===== src/rtl/frost32_mem_bridge.sv =====
// ----------------------------------------------------------------------------
// frost32_mem_bridge
//
// Purpose:
//   Converts the Frost32 CPU memory-access port into a word-addressed,
//   byte-enabled memory bus with a req/ack handshake. One CPU access is in
//   flight at a time.
//   - Writes are lane-replicated with matching byte enables.
//   - Reads are lane-shifted and zero-extended.
//   - Illegal sizes and misaligned accesses return a one-cycle bus error
//     without touching memory.
//   - A bus that never acknowledges is abandoned after TIMEOUT_CYCLES.
//
// Parameters:
//   TIMEOUT_CYCLES        max ISSUE cycles without ack (0 = never time out)
//
// Ports:
//   i_clk                 clock, rising edge
//   i_rst_n               asynchronous active-low reset
//   i_cpu_req_mem_access  CPU requests an access
//   i_cpu_access_type     0 = read, 1 = write
//   i_cpu_access_size     0 = 32-bit, 1 = 16-bit, 2 = 8-bit, 3 = illegal
//   i_cpu_addr            byte address
//   i_cpu_data_out        right-justified write data from the CPU
//   o_cpu_data_in         zero-extended read data to the CPU
//   o_cpu_wait_for_mem    CPU stall
//   o_cpu_bus_error       one-cycle error pulse
//   o_mem_req             memory request, held until ack
//   o_mem_we              memory write enable
//   o_mem_addr            word address (cpu_addr[31:2])
//   o_mem_byte_en         byte-lane enables
//   o_mem_wdata           lane-replicated write data
//   i_mem_rdata           memory read data, valid with ack
//   i_mem_ack             memory acknowledge
// ----------------------------------------------------------------------------
module frost32_mem_bridge #(
  parameter int unsigned TIMEOUT_CYCLES = 255
) (
  input  logic        i_clk,
  input  logic        i_rst_n,
  input  logic        i_cpu_req_mem_access,
  input  logic        i_cpu_access_type,
  input  logic [1:0]  i_cpu_access_size,
  input  logic [31:0] i_cpu_addr,
  input  logic [31:0] i_cpu_data_out,
  output logic [31:0] o_cpu_data_in,
  output logic        o_cpu_wait_for_mem,
  output logic        o_cpu_bus_error,
  output logic        o_mem_req,
  output logic        o_mem_we,
  output logic [29:0] o_mem_addr,
  output logic [3:0]  o_mem_byte_en,
  output logic [31:0] o_mem_wdata,
  input  logic [31:0] i_mem_rdata,
  input  logic        i_mem_ack
);

  typedef enum logic [1:0] {
    ST_IDLE  = 2'd0,
    ST_ISSUE = 2'd1,
    ST_RESP  = 2'd2
  } state_t;

  localparam logic [1:0] SZ_WORD = 2'd0;
  localparam logic [1:0] SZ_HALF = 2'd1;
  localparam logic [1:0] SZ_BYTE = 2'd2;

  // One extra bit so that TIMEOUT_CYCLES = 255 is reachable as cnt + 1.
  localparam logic [8:0] LP_TIMEOUT = 9'(TIMEOUT_CYCLES);

  state_t      r_state;
  state_t      w_state_next;

  logic        r_mem_we;
  logic [29:0] r_mem_addr;
  logic [3:0]  r_mem_byte_en;
  logic [31:0] r_mem_wdata;
  logic [1:0]  r_size;
  logic [1:0]  r_lane;
  logic        r_err;
  logic [7:0]  r_cnt;
  logic [31:0] r_cpu_data_in;

  logic        w_illegal;
  logic [3:0]  w_byte_en;
  logic [31:0] w_wdata;
  logic [7:0]  w_rbyte;
  logic [31:0] w_rdata_aligned;
  logic        w_timeout;
  logic        w_latch;
  logic        w_capture;
  logic        w_abort;

  // --------------------------------------------------------------------------
  // Request decode (from live CPU inputs, used only in the latch cycle)
  // --------------------------------------------------------------------------
  always_comb begin
    w_illegal = 1'b0;
    unique case (i_cpu_access_size)
      SZ_WORD: w_illegal = (i_cpu_addr[1:0] != 2'b00);
      SZ_HALF: w_illegal = i_cpu_addr[0];
      SZ_BYTE: w_illegal = 1'b0;
      default: w_illegal = 1'b1;
    endcase
  end

  always_comb begin
    w_byte_en = 4'b0000;
    w_wdata   = 32'h0;
    unique case (i_cpu_access_size)
      SZ_WORD: begin
        w_byte_en = 4'b1111;
        w_wdata   = i_cpu_data_out;
      end
      SZ_HALF: begin
        w_byte_en = i_cpu_addr[1] ? 4'b1100 : 4'b0011;
        w_wdata   = {2{i_cpu_data_out[15:0]}};
      end
      SZ_BYTE: begin
        w_byte_en = 4'b0001 << i_cpu_addr[1:0];
        w_wdata   = {4{i_cpu_data_out[7:0]}};
      end
      default: begin
        w_byte_en = 4'b0000;
        w_wdata   = 32'h0;
      end
    endcase
  end

  // --------------------------------------------------------------------------
  // Read alignment (from latched size/lane and the live bus data)
  // --------------------------------------------------------------------------
  always_comb begin
    w_rbyte = 8'h00;
    unique case (r_lane)
      2'd0: w_rbyte = i_mem_rdata[7:0];
      2'd1: w_rbyte = i_mem_rdata[15:8];
      2'd2: w_rbyte = i_mem_rdata[23:16];
      default: w_rbyte = i_mem_rdata[31:24];
    endcase
  end

  always_comb begin
    w_rdata_aligned = 32'h0;
    unique case (r_size)
      SZ_WORD: w_rdata_aligned = i_mem_rdata;
      SZ_HALF: w_rdata_aligned = r_lane[1] ? {16'h0, i_mem_rdata[31:16]}
                                           : {16'h0, i_mem_rdata[15:0]};
      SZ_BYTE: w_rdata_aligned = {24'h0, w_rbyte};
      default: w_rdata_aligned = 32'h0;
    endcase
  end

  // The count seen in a cycle is the number of earlier ack-less ISSUE cycles,
  // so this cycle is the last allowed one when cnt + 1 hits the limit.
  assign w_timeout = (LP_TIMEOUT != 9'd0) && !i_mem_ack &&
                     (({1'b0, r_cnt} + 9'd1) == LP_TIMEOUT);

  // --------------------------------------------------------------------------
  // FSM: state register
  // --------------------------------------------------------------------------
  always_ff @(posedge i_clk or negedge i_rst_n) begin
    if (!i_rst_n) begin
      r_state <= ST_IDLE;
    end else begin
      r_state <= w_state_next;
    end
  end

  // --------------------------------------------------------------------------
  // FSM: next state and handshake outputs
  // --------------------------------------------------------------------------
  always_comb begin
    w_state_next       = r_state;
    w_latch            = 1'b0;
    w_capture          = 1'b0;
    w_abort            = 1'b0;
    o_mem_req          = 1'b0;
    o_cpu_wait_for_mem = 1'b0;
    o_cpu_bus_error    = 1'b0;
    unique case (r_state)
      ST_IDLE: begin
        // Stall combinationally so the CPU holds in the request cycle.
        o_cpu_wait_for_mem = i_cpu_req_mem_access;
        if (i_cpu_req_mem_access) begin
          w_latch      = 1'b1;
          w_state_next = w_illegal ? ST_RESP : ST_ISSUE;
        end
      end
      ST_ISSUE: begin
        o_mem_req          = 1'b1;
        o_cpu_wait_for_mem = 1'b1;
        if (i_mem_ack) begin
          w_capture    = 1'b1;
          w_state_next = ST_RESP;
        end else if (w_timeout) begin
          w_abort      = 1'b1;
          w_state_next = ST_RESP;
        end
      end
      ST_RESP: begin
        o_cpu_bus_error = r_err;
        w_state_next    = ST_IDLE;
      end
      default: begin
        w_state_next = ST_IDLE;
      end
    endcase
  end

  // --------------------------------------------------------------------------
  // Datapath registers
  // --------------------------------------------------------------------------
  always_ff @(posedge i_clk or negedge i_rst_n) begin
    if (!i_rst_n) begin
      r_mem_we      <= 1'b0;
      r_mem_addr    <= 30'h0;
      r_mem_byte_en <= 4'h0;
      r_mem_wdata   <= 32'h0;
      r_size        <= 2'd0;
      r_lane        <= 2'd0;
      r_err         <= 1'b0;
    end else if (w_latch) begin
      r_mem_we      <= i_cpu_access_type;
      r_mem_addr    <= i_cpu_addr[31:2];
      r_mem_byte_en <= w_byte_en;
      r_mem_wdata   <= w_wdata;
      r_size        <= i_cpu_access_size;
      r_lane        <= i_cpu_addr[1:0];
      r_err         <= w_illegal;
    end else if (w_abort) begin
      r_err         <= 1'b1;
    end
  end

  // Read data holds until the next read completion or timeout.
  always_ff @(posedge i_clk or negedge i_rst_n) begin
    if (!i_rst_n) begin
      r_cpu_data_in <= 32'h0;
    end else if (w_abort) begin
      r_cpu_data_in <= 32'h0;
    end else if (w_capture && !r_mem_we) begin
      r_cpu_data_in <= w_rdata_aligned;
    end
  end

  // Cleared while idle so every ISSUE phase starts counting from zero.
  always_ff @(posedge i_clk or negedge i_rst_n) begin
    if (!i_rst_n) begin
      r_cnt <= 8'd0;
    end else if (r_state == ST_ISSUE) begin
      if (!i_mem_ack) begin
        r_cnt <= r_cnt + 8'd1;
      end
    end else begin
      r_cnt <= 8'd0;
    end
  end

  assign o_mem_we      = r_mem_we;
  assign o_mem_addr    = r_mem_addr;
  assign o_mem_byte_en = r_mem_byte_en;
  assign o_mem_wdata   = r_mem_wdata;
  assign o_cpu_data_in = r_cpu_data_in;

endmodule


===== config.mk =====
export PLATFORM = sky130hd
export DESIGN_NAME = frost32_mem_bridge
export DESIGN_NICKNAME = d
export VERILOG_FILES = /design/src/rtl/frost32_mem_bridge.sv
export SDC_FILE = /design/constraint.sdc
export NUM_CORES = 1
export LEC_CHECK = 0
export ABC_CLOCK_PERIOD_IN_PS = 4770
export CAP_MARGIN = 0
export CORE_MARGIN = 1.5
export CORE_UTILIZATION = 40
export DETAILED_ROUTE_END_ITERATION = 6
export PLACE_DENSITY = 0.74
export SYNTH_ARGS = -nofsm -noshare
export SYNTH_HDL_FRONTEND = slang
export SYNTH_SLANG_ARGS = --single-unit

===== constraint.sdc =====
create_clock -name i_clk -period 4.77 [get_ports i_clk]
set_clock_uncertainty 0.15 [all_clocks]
set_input_delay 0.954 -clock i_clk [delete_from_list [all_inputs] [get_ports i_clk]]
set_output_delay 0.954 -clock i_clk [all_outputs]
set_load 0.005 [all_outputs]

# Yosys cells after proc, flatten, opt, wreduce, memory -nomap -nowiden
# Index checks and enable logic that the tools add are counted.
totals:
  register_bits: 114
  out_inout_bits: 102
  wordCells: 65
op_classes:
  add_sub_neg: 2
  eq_ne: 12
  shifts: 1
  mux: 28
  reduce_logical: 12
ops:
  columns: ["operator", "count"]
  rows:
  - ["$pmux W32 S3", 2]
  - ["$mux W32", 2]
  - ["$pmux W8 S3", 1]
  - ["$mux W16", 1]
  - ["$mux W8", 2]
  - ["$pmux W4 S3", 1]
  - ["$mux W1", 11]
  - ["$add A8 B1 Y9 const B", 1]
  - ["$eq A9 B8 Y1 const B", 1]
  - ["$add A8 B1 Y8 const B", 1]
  - ["$eq A2 B1 Y1 const B", 4]
  - ["$eq A2 B2 Y1 const B", 4]
  - ["$logic_not A2 Y1", 4]
  - ["$mux W2", 4]
  - ["$reduce_bool A2 Y1", 3]
  - ["$mux W4", 1]
  - ["$ne A2 B2 Y1 const B", 2]
  - ["$pmux W2 S2", 1]
  - ["$shl A1 B2 Y4 const A", 1]
  - ["$ne A3 B3 Y1 const B", 1]
  - ["$pmux W1 S3", 1]
  - ["$logic_and A1 B1 Y1", 2]
  - ["$logic_not A1 Y1", 2]
  - ["$pmux W1 S2", 1]
  - ["$reduce_and A2 Y1", 1]

# Logic depth before layout (Yosys ltp)
# Gate-level depths: netlist of the first run.
logic_depth:
  word_depth: 8
  depth_mapped: 7
  ltp_nobuf: 5

# Least setup slack after synthesis of the first run
# Ideal clock, no wire load.
synth_path:
  path_type: "input port to output port"
  from: "input port i_cpu_req_mem_access"
  to: "output port o_cpu_wait_for_mem"
  arrival_ns: 1.107
  path_slack_ns: 2.559
  stages: 2
  path_cell_list: "nor2_1 nor2_1"
synth_between:
  elab_chain_len: 1
synth_lines:
  columns: ["item", "line_no", "source"]
  rows:
  - ["start, declared", "41", "input logic i_cpu_req_mem_access,"]
  - ["$pmux W1 S2", "181", "unique case (r_state)"]
  - ["end, declared", "47", "output logic o_cpu_wait_for_mem,"]
# Every way passes these cells.

# Worst setup path after layout of the first run
# Ends and elaborated chain as after synthesis.

==> results.py, run 1 <==
metrics = {
    "worst_setup_path": {
        "path_class": "input port to output port",
        "critPathArrivalTime_ps": 2220,
        "critical_path.endpoint_type": "output port",
        "critPathLaunchType": "input port",
        "path_max_fanout": 3,
        "worstPathRequired_ps": 3670,
        "r2r_slack_ps": 2290,
    },
    "clocking": {
        "hold_buffers": 0,
        "clockBufferDepth": 2,
        "clk_pin_slew_worst_paths_ps": 50,
        "cts_tree": "built",
        "cts_setup_buffers": 0,
        "insertion_delay_ps": 410,
        "cts_buffers": 17,
        "clock_sinks": 114,
        "h-tree-depth": 4,
        "cts-root-buf": "clkbuf_16",
        "cts_resized": 0,
    },
    "detailed_routing": {
        "drc_errors": 0,
        "dr.pass1.iters": 7,
        "vias_per_cell": 5.28,
        "antenna_left": 0,
        "vias": 5035,
        "drt_iter0_drc": 322,
        "avgRoutedWirePerCell_um": 17.2,
        "drt_wl_total_um": 16400,
    },
    "yosys": {
        "synth_edf_count": 0,
        "synthesis.area_mm2": 0.00544,
        "synth.area.top_cells": "dfrtp_1, nand2_1, mux2i_1",
        "yosysWarnings": 0,
        "synth_top_area_share_pct": 52.5,
        "synth_top_area_cell": "dfrtp_1",
        "synth-seq-cells": 114,
        "seq_area_frac_synth_pct": 52.5,
        "synth_fp_nets": 680,
        "syn_inst": 575,
        "synthArstFlopShare_pct": 100,
        "ys_types": 47,
        "syn_avg_cell_area_um2": 9.46,
        "ys.flop_type": "dfrtp_1",
    },
    "global_routing": {
        "grt_pass1_vias": 5006,
        "grt_pass1_wl_um": 25900,
        "overflow": 0,
        "grt_max_degree": 54,
        "antenna_found_initial": 0,
        "track_usage_pct": 23.4,
    },
    "worst_hold_path": {
        "hold_class": "register to register",
    },
    "final_layout": {
        "synthToLayoutAreaGrowth_pct": 50.1,
        "finish.utilization_pct": 61.6,
        "nFillCells": 1138,
        "drive_gt1_share_pct": 7.85,
        "final_nets": 870,
        "n_antenna_cell": 0,
    },
    "placed_design": {
        "hpwl_um": 11900,
        "gp_congestion": 0.948,
        "port_buffers": 204,
    },
    "run_status": {
        "status": "completed",
    },
    "timing": {
        "rsz0062_at_grt": "false",
        "final-setup-viol-count": 0,
        "tightest_slew_ps": 1100,
        "hold_violations": 0,
        "min_period_ps": 3320,
        "slew_violations": 0,
        "relSlewSlack_pct": 26.3,
        "finalSetupTns_ps": 0,
        "fmaxAchievable_ghz": 0.301,
        "timing.final.crit_share_pct": 69.6,
    },
    "die": {
        "start_util_pct": 41.1,
        "pin_count": 205,
        "fp-row-count": 42,
        "die_x_um": 120,
        "die-height_um": 120,
        "coreArea_mm2": 0.0132,
        "die_area_mm2": 0.0143,
    },
    "power_and_ir_drop": {
        "p_per_area_mw_per_mm2": 544,
        "vdd_drop_max_v": 0.000307,
        "leakage_nw": 3.70,
    },
    "flow_run": {
        "maxCapViolCount": 0,
    },
}
## flip-flops by register name (all words and copies together), names as in the netlist
name / flops
r_cnt: 8
o_mem_we: 1
r_size: 2
o_cpu_data_in: 32
o_mem_addr: 30
o_mem_wdata: 32
r_err: 1
r_lane: 2
r_state: 2
o_mem_byte_en: 4
## metrics by stage
step           setup WS [ps]  total power, mW  hold slack, ps  cell area (um^2)  std cells
2_1_floorplan           2560             2.18             313              5440        575
3_3_place_gp            1460             3.13             305              7560        922
3_5_place_dp            1460             3.17             310              7560        922
4_1_cts                 1460             4.47             324              8160        953
5_1_grt                 1410             4.69             345              8160        953
6_report                1450             4.44             324              8160        953
## cells by family after synthesis
logic type / share of synthesized area, %
XOR/XNOR: 1.13
flip-flops: 52.5
AO/OA/AOI/OAI: 12.4
adder cells (fa/ha/maj): 0.460
multiplexers: 9.18
AND/OR/NAND/NOR: 20.3
buffers and inverters: 4.12
## critical path, cell delays in order
cell and delay, ps:
clkdlybuf4s50_1 510, nor2_1 50, nor2_1 140, clkdlybuf4s50_1 560
## cell usage after synthesis (all sizes together) (3+ instances only)
master	n
nand2	153
dfrtp	114
nor2	63
a21oi	40
mux2i	33
o21ai	26
nand3	25
buf	23
clkbuf	18
a2bb2oi	15
a221oi	8
a211oi	7
mux4	7
inv	6
xor2	4
and4bb	3
nand2b	3
xnor2	3
## power breakdown
| group | internal (mW) | switching (mW) | leakage, nW |
|---|---|---|---|
| Combinational | 0.931 | 0.638 | 1.98 |
| Clock | 0.855 | 0.433 | 0.291 |
| Sequential | 1.32 | 0.261 | 1.43 |
## final cells by class
type                            count  area [um^2]  share of cell area [%]
Timing Repair Buffer              212         2100                    25.7
Clock buffer                       21          470                    5.76
Tap cell                          176          220                    2.70
Sequential cell                   114         2850                    34.9
Inverter                            6         22.5                   0.276
Multi-Input combinational cell    414         2360                    29.0
Clock inverter                     10          133                    1.62
## placed cells by master (no fill, tap or decap), drive strengths merged, types with 2 or more instances in the layout
cell type      instances
a211oi                 7
clkdlybuf4s50        203
bufinv                 3
mux4                   7
dfrtp                114
a221oi                 8
or3                    2
buf                    9
nand2                153
ha                     2
nor2b                  2
a31oi                  2
xnor2                  3
nand3                 25
nand2b                 3
a2bb2oi               15
mux2i                 33
clkinv                 4
a21oi                 40
nor2                  63
o21ai                 26
xor2                   4
nand3b                 2
clkbuf                21
and4bb                 3
clkinvlp               3
inv                    6
## final timing paths
kind,from,end,depth (start not counted)
max in group asynchronous,i_rst_n,o_mem_addr[26]$_DFFE_PN0P_,2
min in group asynchronous,i_rst_n,o_cpu_data_in[16]$_DFFE_PN0P_,1
min,o_mem_addr[17]$_DFFE_PN0P_,o_mem_addr[17]$_DFFE_PN0P_,2
min reg2reg,o_mem_addr[17]$_DFFE_PN0P_,o_mem_addr[17]$_DFFE_PN0P_,2
max reg2reg,r_state[1]$_DFFE_PN0P_,o_cpu_data_in[11]$_DFFE_PN0P_,5
max,i_cpu_req_mem_access,o_cpu_wait_for_mem,4
## metal layers
| metal | track usage, % | vias to the layer above | part of all wire [%] |
|---|---|---|---|
| met1 | 30.0 | 2420 | 42 |
| li1 | - | 2330 | - |
| met4 | 9.75 | 0 | 2.3 |
| met2 | 35.5 | 258 | 45 |
| met5 | 0 | - | 0 |
| met3 | 8.84 | 27 | 10 |
Power figures use the tool's default switching activity.
==> inputs of run 2 (changes only) <==
--- a/config.mk
+++ b/config.mk
@@ -5,12 +5,12 @@
 export SDC_FILE = /design/constraint.sdc
 export NUM_CORES = 1
 export LEC_CHECK = 0
-export ABC_CLOCK_PERIOD_IN_PS = 4770
+export ABC_CLOCK_PERIOD_IN_PS = 2750
 export CAP_MARGIN = 0
 export CORE_MARGIN = 1.5
 export CORE_UTILIZATION = 40
 export DETAILED_ROUTE_END_ITERATION = 6
-export PLACE_DENSITY = 0.74
+export PLACE_DENSITY = 0.77
 export SYNTH_ARGS = -nofsm -noshare
 export SYNTH_HDL_FRONTEND = slang
 export SYNTH_SLANG_ARGS = --single-unit
==> constraint.sdc (replaced) <==
create_clock -name i_clk -period 2.75 [get_ports i_clk]
set_clock_uncertainty 0.15 [all_clocks]
set_input_delay 0.55 -clock i_clk [delete_from_list [all_inputs] [get_ports i_clk]]
set_output_delay 0.55 -clock i_clk [all_outputs]
set_load 0.005 [all_outputs]
==> results.py, run 2 (synthesis results as in run 1) <==
metrics = {
    "worst_setup_path": {
        "critPathArrivalTime_ps": 1780,
        "r2r_end": "o_cpu_data_in[6]$_DFFE_PN0P_",
        "startpoint": "i_cpu_req_mem_access",
        "cp-endpoint": "o_cpu_wait_for_mem",
        "r2r_slack_ps": 770,
        "r2r_start": "r_cnt[0]$_DFFE_PN0P_",
        "reg2reg_depth": 6,
        "critPathLaunchType": "input port",
        "worstPathRequired_ps": 2050,
        "path_max_fanout": 3,
        "path_class": "input port to output port",
        "critical_path.endpoint_type": "output port",
    },
    "timing": {
        "hold_violations": 0,
        "fmaxAchievable_ghz": 0.404,
        "slew_violations": 0,
        "tightest_slew_ps": 656,
        "rsz0062_at_grt": "false",
        "timing.final.crit_share_pct": 90.0,
        "finalSetupTns_ps": 0,
        "relSlewSlack_pct": 56.1,
        "final-setup-viol-count": 0,
        "hold_slack_ps": 323,
        "min_period_ps": 2480,
    },
    "detailed_routing": {
        "drt_wl_total_um": 16500,
        "drt_iter0_drc": 293,
        "avgRoutedWirePerCell_um": 17.0,
        "dr.pass1.iters": 5,
        "antenna_left": 0,
        "vias": 5098,
        "drc_errors": 0,
        "vias_per_cell": 5.28,
    },
    "global_routing": {
        "antenna_found_initial": 0,
        "track_usage_pct": 23.7,
        "grt_pass1_wl_um": 26400,
        "grt_max_degree": 56,
        "overflow": 0,
        "grt_pass1_vias": 5176,
    },
    "final_layout": {
        "finish.utilization_pct": 62.1,
        "final_nets": 882,
        "nFillCells": 1116,
        "final_common_cell": "clkdlybuf4s50_1",
        "final_cell_mix": "clkdlybuf4s50_1, nand2_1, dfrtp_1",
        "synthToLayoutAreaGrowth_pct": 51.2,
        "n_antenna_cell": 0,
        "drive_gt1_share_pct": 8.99,
    },
    "die": {
        "coreArea_mm2": 0.0132,
        "die_area_mm2": 0.0143,
        "start_util_pct": 41.1,
        "fp-row-count": 42,
        "pin_count": 205,
        "die-height_um": 120,
        "die_x_um": 120,
    },
    "clocking": {
        "insertion_delay_ps": 420,
        "cts_buffers": 17,
        "clockBufferDepth": 2,
        "cts_resized": 0,
        "hold_buffers": 1,
        "cts_tree": "built",
        "clock_sinks": 114,
        "h-tree-depth": 4,
        "cts_setup_buffers": 0,
        "cts-root-buf": "clkbuf_16",
        "clk_pin_slew_worst_paths_ps": 50,
    },
    "power_and_ir_drop": {
        "p_per_area_mw_per_mm2": 924,
        "internal_power_mw": 5.26,
        "leakage_nw": 3.74,
        "vdd_drop_max_v": 0.000608,
        "combPwrFrac_pct": 37.2,
        "netSwitchingFraction_pct": 30.8,
        "seq_power_share_pct": 35.6,
        "power.share.clock_pct": 27.2,
        "p_switching_mw": 2.34,
    },
    "run_status": {
        "status": "completed",
    },
    "placed_design": {
        "port_buffers": 204,
        "hpwl_um": 11900,
        "gp_congestion": 0.868,
    },
    "worst_hold_path": {
        "hold_class": "register to register",
    },
    "flow_run": {
        "maxCapViolCount": 0,
    },
}
[run 2: cell types whose count changed in the layout (fill, tap and decap cells not counted), sizes merged]
cell / previous run / this run
buf: 9 / 20
bufinv: 3 / 1
clkinv: 4 / 5
clkbuf: 21 / 23
dlygate4sd3: 0 / 1
[run 2: power by group through the flow]
stage	Combinational [mW]	Clock [mW]	Sequential (mW)
final	2.83	2.06	2.71
after global routing	3.09	2.18	2.78
after CTS	2.85	2.10	2.71
after detailed placement	2.83	0	2.73
after global placement	2.77	0	2.69
after floorplan	1.10	0	2.68
[run 2: area by class of cell]
cell class	count	area, um^2	area share [%]
multi-input cells	414	2360	28.8
inverters	6	22.5	0.274
clock buffers	23	478	5.81
clock inverters	9	81.3	0.989
repair buffers	224	2200	26.8
well taps	176	220	2.68
flip-flops and latches	114	2850	34.7
[run 2: metal layers]
layer	part of all wire [%]	global-route usage, %	vias to the layer above
li1	-	-	2371
met1	40	28.9	2433
met2	47	37.6	264
met3	11	9.60	30
met4	2.2	9.30	0
met5	0	0	-
[run 2: stage by stage]
stage,setup slack [ps],std cells,power [mW],area [um^2]
floorplan,989,575,3.78,5440
global placement,273,933,5.46,7650
detailed placement,267,933,5.56,7650
CTS,267,966,7.66,8220
global route,233,966,8.04,8220
finish,275,966,7.60,8220
[run 2: worst max-delay path, cell delays in order]
cell             delay, ps
clkdlybuf4s50_1        510
nor2_1                  50
nor2_1                 130
clkdlybuf4s50_1        530
[run 2: worst min-delay path by stage]
stage                               startpoint                            to  slack [ps]  depth (start not counted)
floorplan                              i_rst_n  o_cpu_data_in[0]$_DFFE_PN0P_         100                          0
global placement    o_mem_wdata[4]$_DFFE_PN0P_    o_mem_wdata[4]$_DFFE_PN0P_         300                          2
detailed placement  o_mem_wdata[0]$_DFFE_PN0P_    o_mem_wdata[0]$_DFFE_PN0P_         310                          2
CTS                 o_mem_wdata[0]$_DFFE_PN0P_    o_mem_wdata[0]$_DFFE_PN0P_         330                          2
global route         o_mem_addr[3]$_DFFE_PN0P_     o_mem_addr[3]$_DFFE_PN0P_         350                          2
finish              o_mem_wdata[6]$_DFFE_PN0P_    o_mem_wdata[6]$_DFFE_PN0P_         320                          2
